### src/rtl/acorn128_step_ctrl.sv
// Phase sequencer for the ACORN-128 state-update stage: emits ca/cb/m per step,
// forms ciphertext from the returned keystream bit and collects the 128-bit tag.
module acorn128_step_ctrl #(
  parameter int INIT_STEPS  = 1792,
  parameter int PAD_STEPS   = 256,
  parameter int FINAL_STEPS = 768,
  parameter int LEN_W       = 16
) (
  input  logic             clk,
  input  logic             rst_n,
  input  logic             start,
  input  logic [127:0]     key,
  input  logic [127:0]     iv,
  input  logic [LEN_W-1:0] ad_len,
  input  logic [LEN_W-1:0] msg_len,
  input  logic             ad_valid,
  input  logic             ad_bit,
  output logic             ad_ready,
  input  logic             msg_valid,
  input  logic             msg_bit,
  output logic             msg_ready,
  input  logic             ks_in,
  output logic             upd_en,
  output logic             ca_out,
  output logic             cb_out,
  output logic             mbit_out,
  output logic             ct_valid,
  output logic             ct_bit,
  output logic [127:0]     tag,
  output logic             tag_valid,
  output logic             busy
);

  typedef enum logic [2:0] {
    S_IDLE, S_INIT, S_AD, S_ADPAD, S_ENC, S_ENCPAD, S_FINAL, S_DONE
  } state_t;

  localparam logic [10:0] INIT_LAST  = 11'(INIT_STEPS - 1);
  localparam logic [10:0] PAD_LAST   = 11'(PAD_STEPS - 1);
  localparam logic [10:0] FINAL_LAST = 11'(FINAL_STEPS - 1);
  localparam logic [10:0] TAG_FIRST  = 11'(FINAL_STEPS - 128);

  state_t             state_q, state_d;
  logic [10:0]        cnt_q;
  logic [127:0]       tag_q;
  logic [127:0]       key_q, iv_q;
  logic [LEN_W-1:0]   ad_len_q, msg_len_q;
  logic               start_acc;
  logic               step_last;
  logic               init_m;
  logic [6:0]         tag_idx;

  assign start_acc = start && (state_q == S_IDLE || state_q == S_DONE);
  assign tag_idx   = 7'(cnt_q - TAG_FIRST);

  assign tag       = tag_q;
  assign tag_valid = (state_q == S_DONE);
  assign busy      = (state_q != S_IDLE) && (state_q != S_DONE);

  // Key/IV loading: key, then IV, then key with bit 0 flipped once, then key repeating.
  always_comb begin
    if (cnt_q < 11'd128)       init_m = key_q[cnt_q[6:0]];
    else if (cnt_q < 11'd256)  init_m = iv_q[cnt_q[6:0]];
    else if (cnt_q == 11'd256) init_m = ~key_q[0];
    else                       init_m = key_q[cnt_q[6:0]];
  end

  always_comb begin
    upd_en    = 1'b0;
    ca_out    = 1'b0;
    cb_out    = 1'b0;
    mbit_out  = 1'b0;
    ad_ready  = 1'b0;
    msg_ready = 1'b0;
    ct_valid  = 1'b0;
    ct_bit    = 1'b0;
    case (state_q)
      S_INIT: begin
        upd_en   = 1'b1;
        ca_out   = 1'b1;
        cb_out   = 1'b1;
        mbit_out = init_m;
      end
      S_AD: begin
        upd_en   = ad_valid;
        ad_ready = ad_valid;
        if (ad_valid) begin
          ca_out   = 1'b1;
          cb_out   = 1'b1;
          mbit_out = ad_bit;
        end
      end
      S_ADPAD: begin
        upd_en   = 1'b1;
        ca_out   = (cnt_q < 11'd128);
        cb_out   = 1'b1;
        mbit_out = (cnt_q == 11'd0);
      end
      S_ENC: begin
        upd_en    = msg_valid;
        msg_ready = msg_valid;
        ct_valid  = msg_valid;
        if (msg_valid) begin
          ca_out   = 1'b1;
          mbit_out = msg_bit;
          ct_bit   = msg_bit ^ ks_in;
        end
      end
      S_ENCPAD: begin
        upd_en   = 1'b1;
        ca_out   = (cnt_q < 11'd128);
        mbit_out = (cnt_q == 11'd0);
      end
      S_FINAL: begin
        upd_en = 1'b1;
        ca_out = 1'b1;
        cb_out = 1'b1;
      end
      default: ;
    endcase
  end

  // Zero-length AD / message phases are skipped entirely, so no idle step is spent on them.
  always_comb begin
    step_last = 1'b0;
    state_d   = state_q;
    case (state_q)
      S_INIT: begin
        step_last = (cnt_q == INIT_LAST);
        state_d   = (ad_len_q == '0) ? S_ADPAD : S_AD;
      end
      S_AD: begin
        step_last = (LEN_W'(cnt_q) == ad_len_q - LEN_W'(1));
        state_d   = S_ADPAD;
      end
      S_ADPAD: begin
        step_last = (cnt_q == PAD_LAST);
        state_d   = (msg_len_q == '0) ? S_ENCPAD : S_ENC;
      end
      S_ENC: begin
        step_last = (LEN_W'(cnt_q) == msg_len_q - LEN_W'(1));
        state_d   = S_ENCPAD;
      end
      S_ENCPAD: begin
        step_last = (cnt_q == PAD_LAST);
        state_d   = S_FINAL;
      end
      S_FINAL: begin
        step_last = (cnt_q == FINAL_LAST);
        state_d   = S_DONE;
      end
      default: ;
    endcase
  end

  always_ff @(posedge clk or negedge rst_n) begin
    if (!rst_n) begin
      state_q <= S_IDLE;
      cnt_q   <= '0;
      tag_q   <= '0;
    end else if (start_acc) begin
      state_q <= S_INIT;
      cnt_q   <= '0;
      tag_q   <= '0;
    end else if (upd_en) begin
      if (state_q == S_FINAL && cnt_q >= TAG_FIRST) tag_q[tag_idx] <= ks_in;
      if (step_last) begin
        state_q <= state_d;
        cnt_q   <= '0;
      end else begin
        cnt_q <= cnt_q + 11'd1;
      end
    end
  end

  // Run parameters are only sampled when a run is accepted; the inputs may change afterwards.
  always_ff @(posedge clk) begin
    if (start_acc) begin
      key_q     <= key;
      iv_q      <= iv;
      ad_len_q  <= ad_len;
      msg_len_q <= msg_len;
    end
  end

endmodule

### config.mk
export PLATFORM = sky130hd
export DESIGN_NAME = acorn128_step_ctrl
export DESIGN_NICKNAME = d
export VERILOG_FILES = /design/src/rtl/acorn128_step_ctrl.sv
export SDC_FILE = /design/constraint.sdc
export NUM_CORES = 1
export LEC_CHECK = 0
export ABC_CLOCK_PERIOD_IN_PS = 11700
export CAP_MARGIN = 10
export CORE_UTILIZATION = 30
export DETAILED_ROUTE_END_ITERATION = 16
export HOLD_SLACK_MARGIN = 0.05
export SYNTH_ARGS = -nofsm -noshare
export SYNTH_HDL_FRONTEND = slang
export SYNTH_SLANG_ARGS = --single-unit
### constraint.sdc
create_clock -name clk -period 11.7 [get_ports clk]
set_input_delay 1.755 -clock clk [delete_from_list [all_inputs] [get_ports clk]]
set_output_delay 1.755 -clock clk [all_outputs]
set_load 0.02 [all_outputs]
==> key figures <==
Status
  – Status: complete, no violations

Clock tree
  – Htree depth: 2
  – Clock Sinks: 430
  – Clock slew at reported path FFs: approximately 70 ps
  – Cts hold-fix bufs: 0
  – Maximum clock path buffer count: 3
  – Worst skew pair latency: approximately 600 ps
  – CTS resizes: 0
  – Postcts setup bufs: 0
  – CTS tree: yes
  – CTS buffer count: 47
  – Clock root cell: clkbuf_16

Floorplanning
  – Die Wd: about 250 um
  – I/O pins: about 430
  – Initial Util: between 30% and 40%
  – # rows: 92
  – Chip height: roughly 250 um
  – Die ar.: between 60000 and 70000 um^2
  – CORE AREA: around 63000 um^2

Routing
  – Via count: ~15000
  – DR DRC count: 0
  – DR WL/cell: 21.6 um
  – Antenna viol nets, final: 0
  – Vias per inst: 5.12
  – DRT Pass-1 Iters: 6
  – Initial drt markers: roughly 1500
  – Final WL: about 63 mm

Timing
  – Final worst setup slack: 5020 ps
  – RSZ-0062 raised after global routing: no
  – Final worst path period share: a little under three fifths
  – Layout Skew: between 40 and 50 ps
  – Final setup viols: 0
  – Worst hold slack: 518 ps
  – Fmax: ~150 MHz
  – Final number of hold-violating endpoints: 0
  – Headroom to the max-slew limit: between 10% and 20%
  – Post-Route Setup TNS: 0 ps
  – Fin crit period: approximately 6700 ps
  – Slew at the pin closest to its max-slew limit: around 1200 ps
  – Max-slew violation count: 0

Place
  – Number of placed instances, taps included: about 2800
  – IO buf count: roughly 430
  – Placer Congestion: about 0.87
  – Pre-CTS setup slack: around 5600 ps
  – Hpwl dp: 44.6 mm

GRT
  – Initial antenna violation count: 3
  – Largest net degree at the start of global routing: 166
  – Gr ovfl total: 0
  – First-pass GRT wire length: 91.2 mm
  – GRT Total Usage: 19.1%
  – Number of global-route vias before repair: between 10000 and 15000

Synth
  – Top cell type's share of synthesized area: between 40% and 50%
  – Syn Area/Cell: between 10 and 15 um^2
  – Library cells used by synthesis: 73
  – Ys flop type: edfxtp_1
  – Adder-Cell Fraction of Synth Area: less than 1%
  – Post-Synth Simple-Gate Area: 15.8%
  – XOR/XNOR share of the synthesized area: less than 1%
  – Compound-gate portion of the synthesized area: 11.4%
  – Post-synth EDFFs: between 200 and 300
  – Mux cell area share after synthesis: 5.17%
  – Post-synth top area cell: edfxtp_1
  – Synth top area cells: edfxtp_1 (45%), dfrtp_1 (19%), nand2_1 (6.0%), a21oi_1 (4.4%), nand3_1 (3.8%)
  – Syn Nets: between 1500 and 2000
  – Sequential area share after synthesis: between 60% and 70%
  – Largest family of logic cells by synthesized area: simple AND/OR/NAND/NOR gates
  – Asr flop ratio synth: between 30% and 40%
  – Ys Warns: 0
  – FF+latch count, synth: 430
  – Post-Syn Area: about 19000 um^2
  – Post-Syn Instances: ~1700

Finish
  – Share of post-route cells with drive strength above 1: about 8%
  – Fillers: approximately 5900
  – Layout Nets: around 2300
  – Commonest non-fill, non-tap cells in the layout: clkdlybuf4s50_1 (431), nand2_1 (304), edfxtp_1 (288)
  – Post-route insts no fill: a little under 3000
  – Area grow syn2layout: 35.2%
  – Number of diodes: 0
  – Most common cell after layout, fill and taps aside: clkdlybuf4s50_1

Worst setup path
  – Crit Path Category: register to primary output
  – Setup crit start kind: register
  – CP Max Fanout: 41
  – WP data required: about 10000 ps
  – Worst EP arrival: 4930 ps
  – CP Capture Type: primary output

Hold path
  – Hold crit path type: register to register

Power
  – LEAKAGE: around 9 nW
  – Cell Pwr Density: between 150 and 200 nW/um^2
  – Largest vdd supply drop: approximately 0.11 mV

Job
  – MaxCap Viol Count: 0
==> power by group <==
part           total, W  internal (W)  switching [W]  leakage (nW)
sequential      0.00178       0.00165       0.000130          4.54
clock           0.00149      0.000854       0.000632         0.757
combinational  0.000998      0.000404       0.000594          3.65
total           0.00427       0.00291        0.00136          8.95
==> critical path: stages (launching register included) <==
cell	delay, ps
dfrtp_4	790
buf_4	610
nor2b_1	690
a22oi_1	190
a31oi_1	250
nor3_1	60
a2111oi_0	480
o31ai_1	210
o211ai_1	330
clkdlybuf4s50_1	670
==> cell families after synthesis <==
| group | after synthesis |
|---|---|
| flops | 430 |
| mux | 78 |
| compound gates | 343 |
| buf+inv | 143 |
| xor+xnor | 11 |
| fa+ha+maj | 3 |
| simple gates | 649 |
==> metal layers <==
metal	wire length [um]	global-route usage (%)	vias up
met5	45	0	-
met4	1920	6.40	6
met3	4010	3.06	110
met2	30200	31.1	726
met1	26800	25.8	7197
li1	-	-	6905
==> area by class of cell <==
cell class                      instances  area, um^2  share of cell area [%]
Tap cell                              846        1060                    4.11
Clock inverter                         24         221                   0.860
Timing Repair Buffer                  462        4560                    17.7
Inverter                                7        26.3                   0.102
Sequential cell                       430       12200                    47.4
Multi-Input combinational cell       1084        6340                    24.6
Clock buffer                           63        1340                    5.20
==> path summary, 6_finish.rpt <==
kind	slack, ps	start	endpoint	depth (start not counted)
worst min register to register	520	tag[34]$_DFFE_PN0P_	tag[34]$_DFFE_PN0P_	2
max in group asynchronous	8960	rst_n	cnt_q[2]$_DFFE_PN0N_	2
worst min-delay path	520	tag[34]$_DFFE_PN0P_	tag[34]$_DFFE_PN0P_	2
worst max-delay path	5020	cnt_q[0]$_DFFE_PN0N_	mbit_out	9
min in group asynchronous	1180	rst_n	tag[2]$_DFFE_PN0P_	1
worst max register to register	7010	state_q[1]$_DFFE_PN0P_	cnt_q[9]$_DFFE_PN0N_	12
==> cell usage after synthesis, drive strengths merged, types with 7 or more instances <==
| master | n |
|---|---|
| edfxtp | 288 |
| o211ai | 16 |
| dfrtp | 142 |
| a31oi | 7 |
| nor4 | 12 |
| nand4 | 14 |
| a221oi | 13 |
| inv | 7 |
| nand3 | 145 |
| o21ai | 31 |
| nor3 | 36 |
| buf | 21 |
| nor2 | 61 |
| mux2 | 24 |
| a21oi | 168 |
| nor2b | 12 |
| a22oi | 25 |
| o31ai | 9 |
| nand2 | 304 |
| nor3b | 7 |
| or3 | 9 |
| and3 | 8 |
| clkbuf | 115 |
| mux2i | 40 |
| mux4 | 14 |
==> flip-flops by register name (all words and copies together), names as in the netlist <==
signal and flops:
iv_q 128, key_q 128, tag 128, ad_len_q 16
msg_len_q 16, cnt_q 11, state_q 3
==> through the flow <==
stage	utilization [%]	area, um^2	power (W)
floorplan	-	19100	0.00238
global placement	38.4	24200	0.00280
detailed placement	38.4	24200	0.00282
CTS	40.9	25800	0.00431
global route	40.9	25800	0.00445
finish	40.9	25800	0.00427
Power figures use the tool's default switching activity.
